===== config.mk =====
export PLATFORM = sky130hd
export DESIGN_NAME = rom_access_arbiter
export DESIGN_NICKNAME = d
export VERILOG_FILES = /design/src/rtl/rom_access_arbiter.sv
export SDC_FILE = /design/constraint.sdc
export NUM_CORES = 1
export LEC_CHECK = 0
export BUFFER_PORTS_ARGS = -buffer_cell sky130_fd_sc_hd__buf_2
export CAP_MARGIN = 40
export CORE_AREA = 2 2 80 82
export DETAILED_ROUTE_END_ITERATION = 10
export DIE_AREA = 0 0 82 84
export PLACE_DENSITY = 0.65
export REMOVE_ABC_BUFFERS = 1
export SYNTH_ARGS = -nofsm -noshare
export SYNTH_HDL_FRONTEND = slang
export SYNTH_SLANG_ARGS = --single-unit

===== constraint.sdc =====
create_clock -name clk -period 1.5 [get_ports clk]
set_input_delay 0 -clock clk [delete_from_list [all_inputs] [get_ports clk]]
set_output_delay 0 -clock clk [all_outputs]
set_load 0.05 [all_outputs]

===== src/rtl/rom_access_arbiter.sv =====
// rom_access_arbiter: shares the single-port instruction ROM between core fetch and debug reads.
// Reads issue combinationally on grant; the response returns one cycle later.
module rom_access_arbiter #(
    parameter int ROM_WORDS = 256,
    parameter int PRIO_MODE = 0,
    parameter int MAX_BURST = 4
) (
    input  logic        clk,
    input  logic        reset,
    input  logic        if_req,
    input  logic [31:0] if_addr,
    output logic        if_gnt,
    input  logic        if_flush,
    output logic        if_rsp_vld,
    output logic [31:0] if_rsp_data,
    output logic        if_rsp_err,
    input  logic        dbg_req,
    input  logic [31:0] dbg_addr,
    output logic        dbg_gnt,
    output logic        dbg_rsp_vld,
    output logic [31:0] dbg_rsp_data,
    output logic        dbg_rsp_err,
    output logic        HSEL1,
    output logic        rd_en_rom,
    output logic [31:0] address_rom,
    input  logic [31:0] instruction
);
    localparam int BW = (MAX_BURST < 1) ? 1 : $clog2(MAX_BURST + 1);
    localparam logic [32:0] LIMIT = 33'(ROM_WORDS) * 33'd4;
    localparam logic [BW-1:0] BMAX = BW'(MAX_BURST);

    typedef enum logic [1:0] {IDLE, RD, ER} state_t;

    state_t        state_q, state_d;
    logic          owner_q, owner_d;
    logic          last_dbg_q, last_dbg_d;
    logic [BW-1:0] burst_q, burst_d;
    logic          pick_dbg, gnt, legal;
    logic [31:0]   sel_addr;
    logic          if_own, dbg_own;

    always_comb begin
        pick_dbg   = (PRIO_MODE == 0) ? !last_dbg_q : (burst_q == BMAX);
        dbg_gnt    = !reset && dbg_req && (!if_req || pick_dbg);
        if_gnt     = !reset && if_req && !dbg_gnt;
        gnt        = if_gnt || dbg_gnt;
        sel_addr   = dbg_gnt ? dbg_addr : if_addr;
        legal      = (sel_addr[1:0] == 2'b00) && ({1'b0, sel_addr} < LIMIT);
        state_d    = gnt ? (legal ? RD : ER) : IDLE;
        owner_d    = gnt ? dbg_gnt : owner_q;
        last_dbg_d = gnt ? dbg_gnt : last_dbg_q;
        burst_d    = (!dbg_req || dbg_gnt) ? '0 :
                     (if_gnt && burst_q != BMAX) ? burst_q + BW'(1) : burst_q;
    end

    always_ff @(posedge clk) begin
        if (reset) begin
            state_q    <= IDLE;
            owner_q    <= 1'b0;
            last_dbg_q <= 1'b1;
            burst_q    <= '0;
        end else begin
            state_q    <= state_d;
            owner_q    <= owner_d;
            last_dbg_q <= last_dbg_d;
            burst_q    <= burst_d;
        end
    end

    assign HSEL1       = gnt && legal;
    assign rd_en_rom   = gnt && legal;
    assign address_rom = (gnt && legal) ? sel_addr : 32'd0;

    // A flush only hides the fetch response; the owner and state still advance normally.
    assign if_own       = (state_q != IDLE) && !owner_q && !if_flush;
    assign dbg_own      = (state_q != IDLE) && owner_q;
    assign if_rsp_vld   = if_own;
    assign if_rsp_err   = if_own && (state_q == ER);
    assign if_rsp_data  = (if_own && state_q == RD) ? instruction : 32'd0;
    assign dbg_rsp_vld  = dbg_own;
    assign dbg_rsp_err  = dbg_own && (state_q == ER);
    assign dbg_rsp_data = (dbg_own && state_q == RD) ? instruction : 32'd0;
endmodule


==> impl_metrics.env, run 1 <==
export IMPL_final_fill_count=628
export IMPL_failed_checks="setup timing"
export IMPL_ant_nets=0
export IMPL_syn_instance_count=160
export IMPL_die_h_um=84
export IMPL_nets=459
export IMPL_pre_cts_ws_ns=-0.220
export IMPL_netlist_area_leader_share_pct=38.1
export IMPL_finalCriticalPeriod_ns=1.64
export IMPL_register_area_um2=85.1
export IMPL_area_growth_pct=132
export IMPL_setup_tns_ns=-1.26
export IMPL_switching_share_pct=41.3
export IMPL_die_x_um=82
export IMPL_start_kind="register"
export IMPL_critPathRequiredTime_ns=1.50
export IMPL_drc_errors=0
export IMPL_grt_max_degree=33
export IMPL_p_comb_share_pct=50.9
export IMPL_period_share_pct=109
export IMPL_hpwl_um=4010
export IMPL_gp_congestion=0.790
export IMPL_gr_total_overflow=0
export IMPL_placed_cells=418
export IMPL_slew_viol_final=0
export IMPL_synth_ff_type="dfxtp_1"
export IMPL_grt_pass1_vias=1521
export IMPL_insertion_delay_ns=0.21
export IMPL_cts_sinks=4
export IMPL_intPower_w=0.000411
export IMPL_utilization_pct=40.7
export IMPL_core_mm2=0.00610
export IMPL_path_class="register to primary output"
export IMPL_drive_above_1_share_pct=64.9
export IMPL_path_max_fanout=5
export IMPL_start_util_pct=17.5
export IMPL_ys_top_cells_by_area="and2_1 38%, buf_4 18%, dfxtp_1 7.5%"
export IMPL_p_sw_w=0.000289
export IMPL_grt_pass1_wl_um=6790
export IMPL_cts_clk_slew_worst_paths_ns=0.03
export IMPL_wire_per_inst_um=11.9
export IMPL_yosysMostFrequentCell="and2_1"
export IMPL_vias=1772
export IMPL_crit_family="simple AND/OR/NAND/NOR gates"
export IMPL_leakage_nw=1.41
export IMPL_routed_wl_um=5150
export IMPL_path_buf_inv=3
export IMPL_rsz0062_at_grt="true"
export IMPL_diodes=0
export IMPL_yosys_top_cells_count="65 x and2_1, 25 x buf_4, 16 x nor2_1, 8 x a22oi_1, 8 x nor4_1"
export IMPL_cts_buffer_depth=2
export IMPL_seqPwrFrac_pct=17.5
export IMPL_worstPathArrival_ns=1.64
export IMPL_cp_cell_sequence="nand2_2, nand3b_1, inv_1, and4_4, buf_6, a22oi_1, nor2_1, buf_6"
export IMPL_cts_tree="built"
export IMPL_synth_edf_count=0
export IMPL_via_per_inst=4.09
export IMPL_numCtsBuffers=3
export IMPL_setup_ws_ns=-0.139
export IMPL_synth_area_per_cell_um2=6.68
export IMPL_cp_slowest_cell="dfxtp_2"
export IMPL_multi_input_area_um2=923
export IMPL_hold_class="primary input to register"
export IMPL_cts_max_level=1
export IMPL_dieArea_mm2=0.00689
export IMPL_antenna_found_initial=0
export IMPL_ys_warn_count=0
export IMPL_slowest_delay_ns=0.31
export IMPL_drt_iter0_markers=21
export IMPL_synth_top_area_cell="and2_1"
export IMPL_synth_area_mm2=0.00107
export IMPL_status="finished, violations left"
export IMPL_clkPwrFrac_pct=31.6
export IMPL_synth_cell_types=26
export IMPL_cp_end_kind="primary output"
export IMPL_holdBufCountCts=0
export IMPL_async_flop_share_pct=0
export IMPL_rows=29
export IMPL_setup_viol=11
export IMPL_root_buffer="clkbuf_8"
export IMPL_hold_violations=0
export IMPL_clock_fmax_ghz=0.610
export IMPL_ys_ff_latch=4
export IMPL_grt_total_usage_pct=12.5
export IMPL_portBuffers=180
export IMPL_maxCapViolCount=0
export IMPL_ios=205
export IMPL_stdcell_count=433
export IMPL_drt_pre_antenna_iters=4
export IMPL_peakVddDrop_mv=0.206
export IMPL_cpMostUsedCell="buf_6"
export IMPL_seq_area_frac_synth_pct=7.49
export IMPL_finClkSkew_ns=0.0000974
export IMPL_timing_hold_ws_ns=0.0300
export IMPL_powerDensity_mw_per_mm2=282
## per-layer routing
layer  vias to the layer above  track usage, %  wire (µm)
li1                        870               -          -
met1                       776            11.9       1710
met2                       124            27.0       2910
met3                         2           0.866        517
met4                         0            2.73         19
met5                         -               0          0
## state kept, by name (all words and copies together), names as in the netlist
name and cells:
state_q 2, last_dbg_q 1, owner_q 1
## repair_timing
| action | 4_1_cts | 5_1_grt |
|---|---|---|
| pin swaps | 10 | 14 |
| gates resized for setup | 71 | 49 |
| endpoints found under the setup margin | 42 | 77 |
| gates cloned | 3 | 0 |
| setup buffers | 11 | 1 |
## cell usage in the layout (no fill, tap or decap), types with 3 or more instances in the layout
cell	synthesis	layout
a22oi_2	0	6
and2_1	65	62
and2_4	0	3
buf_2	0	135
buf_4	25	32
buf_6	2	32
clkbuf_8	0	3
conb_1	1	24
dfxtp_2	0	4
nor2_1	16	12
nor4_1	8	8
## metrics by stage
step / cell area (µm²) / power [W]
5_1_grt: 2480 / 0.000743
6_report: 2480 / 0.000700
3_5_place_dp: 2020 / 0.000457
2_1_floorplan: 922 / 0.000301
3_3_place_gp: 2020 / 0.000453
4_1_cts: 2380 / 0.000694
## kinds of logic (layout without fill, tap and decap cells)
group	Yosys count	in the layout	synth area share, %
compound gates	10	10	6.91
simple gates	110	110	62.2
buf+inv	34	207	22.1
flops	4	4	7.49
mux	1	1	0.937
other cells	1	24	0.351
## area by class of cell
| cell class | instances | area share, % |
|---|---|---|
| flip-flops and latches | 4 | 3.43 |
| well taps | 77 | 3.88 |
| clock buffers | 3 | 1.66 |
| repair buffers | 203 | 53.7 |
| multi-input cells | 145 | 37.2 |
| inverters | 1 | 0.151 |
## path summary, 6_finish.rpt
path / slack (ns) / end / start / cells past startpoint
max: -0.14 / address_rom[3] / last_dbg_q / 8
min: 0.03 / last_dbg_q / reset / 2
max reg2reg: 0.05 / state_q[1] / last_dbg_q / 8
min reg2reg: 0.50 / last_dbg_q / last_dbg_q / 2
## power by group through the flow
stage               clock network (W)  registers (W)  logic [W]
finish                       0.000221       0.000122   0.000356
CTS                          0.000225       0.000120   0.000348
global route                 0.000240       0.000123   0.000380
detailed placement                  0       0.000120   0.000337
floorplan                           0       0.000118   0.000183
global placement                    0       0.000120   0.000333
(Power assumes the default switching activity.)
==> inputs of run 2 (changes only) <==
==> constraint.sdc (replaced) <==
create_clock -name clk -period 1.6 [get_ports clk]
set_input_delay 0 -clock clk [delete_from_list [all_inputs] [get_ports clk]]
set_output_delay 0 -clock clk [all_outputs]
set_load 0.05 [all_outputs]
==> impl_metrics.env, run 2 (synthesized netlist as in run 1, its figures left out) <==
export IMPL_die_x_um=82
export IMPL_largest_register="state_q"
export IMPL_slowest_delay_ns=0.32
export IMPL_failed_checks="setup timing"
export IMPL_diodes=0
export IMPL_start_kind="register"
export IMPL_gr_total_overflow=0
export IMPL_numCtsBuffers=3
export IMPL_dieArea_mm2=0.00689
export IMPL_cp_cell_sequence="nand2_2, nand3b_1, buf_4, and4_4, buf_6, a22oi_1, nor2_2, buf_6"
export IMPL_leakage_nw=1.37
export IMPL_final_cell_mix="147 x buf_2, 64 x and2_1, 24 x conb_1, 21 x clkbuf_4, 19 x buf_6"
export IMPL_drive_above_1_share_pct=66.1
export IMPL_cts_sinks=4
export IMPL_area_growth_pct=124
export IMPL_hpwl_um=3870
export IMPL_path_class="register to primary output"
export IMPL_routed_wl_um=4830
export IMPL_reg_top3="state_q x2, last_dbg_q x1, owner_q x1"
export IMPL_peakVddDrop_mv=0.255
export IMPL_gp_congestion=0.777
export IMPL_ios=205
export IMPL_nets=457
export IMPL_rows=29
export IMPL_grt_pass1_vias=1456
export IMPL_grt_total_usage_pct=11.7
export IMPL_root_buffer="clkbuf_8"
export IMPL_hold_class="primary input to register"
export IMPL_finalCriticalPeriod_ns=1.72
export IMPL_drt_iter0_markers=12
export IMPL_die_h_um=84
export IMPL_period_share_pct=107
export IMPL_setup_ws_ns=-0.116
export IMPL_timing_hold_ws_ns=0.0346
export IMPL_cp_end_kind="primary output"
export IMPL_critPathRequiredTime_ns=1.60
export IMPL_status="finished, violations left"
export IMPL_slew_viol_final=0
export IMPL_insertion_delay_ns=0.22
export IMPL_portBuffers=180
export IMPL_worstPathArrival_ns=1.72
export IMPL_ant_nets=0
export IMPL_clock_fmax_ghz=0.583
export IMPL_path_max_fanout=7
export IMPL_antenna_found_initial=0
export IMPL_via_per_inst=4.04
export IMPL_drc_errors=0
export IMPL_final_common_cell="buf_2"
export IMPL_cp_slowest_cell="dfxtp_2"
export IMPL_rsz0062_at_grt="true"
export IMPL_setup_viol=10
export IMPL_cts_tree="built"
export IMPL_cts_max_level=1
export IMPL_utilization_pct=39.3
export IMPL_largest_register_ffs=2
export IMPL_cpMostUsedCell="buf_6"
export IMPL_grt_pass1_wl_um=6420
export IMPL_start_util_pct=17.5
export IMPL_powerDensity_mw_per_mm2=276
export IMPL_finClkSkew_ns=0.000374
export IMPL_grt_max_degree=33
export IMPL_holdBufCountCts=0
export IMPL_core_mm2=0.00610
export IMPL_vias=1743
export IMPL_maxCapViolCount=0
export IMPL_wire_per_inst_um=11.2
export IMPL_drt_pre_antenna_iters=4
export IMPL_hold_violations=0
export IMPL_cts_buffer_depth=2
export IMPL_cts_clk_slew_worst_paths_ns=0.03
==> run 2: changes by cell type in the layout (fill, tap and decap cells not counted), sizes merged <==
cell / delta
buf: -22
clkbuf: +20
==> run 2: final cells by class <==
cell class                 instances  area, µm²
multi-input combinational        145        955
tap                               77       96.3
sequential                         4       82.6
clock buffer                       3       41.3
timing repair buffer             201       1220
inverter                           1       3.75
fill                             601       3700
==> run 2: per-stage QoR <==
stage               total power, W  TNS, ns  setup slack (ns)  instances  instance area [µm²]
finish                    0.000661   -0.949            -0.116        431                 2400
global route              0.000695    -2.02            -0.206        431                 2400
global placement          0.000422  -0.0316           -0.0175        415                 1990
floorplan                 0.000282   -39.15             -1.04        150                  922
CTS                       0.000649   -0.383           -0.0531        429                 2260
detailed placement        0.000425   -0.137           -0.0695        415                 1990
==> run 2: layer usage <==
| metal | track usage [%] | part of all wire (%) | routed length (µm) | vias up |
|---|---|---|---|---|
| li1 | - | - | - | 869 |
| met1 | 11.5 | 34 | 1660 | 742 |
| met2 | 23.9 | 54 | 2600 | 127 |
| met3 | 1.95 | 11 | 529 | 5 |
| met4 | 3.18 | 0.93 | 45 | 0 |
| met5 | 0 | 0 | 0 | - |
==> run 2: worst paths after layout <==
path	start	endpoint	slack, ns	cells after the start
worst min register to register	last_dbg_q	last_dbg_q	0.51	2
worst min-delay path	reset	last_dbg_q	0.03	2
worst max-delay path	last_dbg_q	address_rom[6]	-0.12	8
worst max register to register	last_dbg_q	state_q[1]	0.02	9
==> run 2: critical path, delay by kind of cell (launching register included) <==
family                 cells  cell delay, ns
buffers and inverters      3            0.49
flip-flops                 1            0.32
AND/OR/NAND/NOR            4            0.49
AO/OA/AOI/OAI              1            0.18
==> run 2: timing repair <==
item / 4_1_cts / 5_1_grt
pin swaps: 7 / 3
gates resized for setup: 49 / 45
setup buffers: 10 / 4
gates cloned: 1 / 1
setup endpoints to repair: 11 / 44
endpoints found under the hold margin: 0 / 0
==> run 2: report_power, final <==
| group | internal [W] | switching [W] | leakage [nW] | total (W) |
|---|---|---|---|---|
| Sequential | 0.000106 | 0.00000716 | 0.0331 | 0.000114 |
| Clock | 0.000161 | 0.0000557 | 0.0216 | 0.000216 |
| Combinational | 0.000116 | 0.000215 | 1.31 | 0.000331 |
| Total | 0.000383 | 0.000278 | 1.37 | 0.000661 |
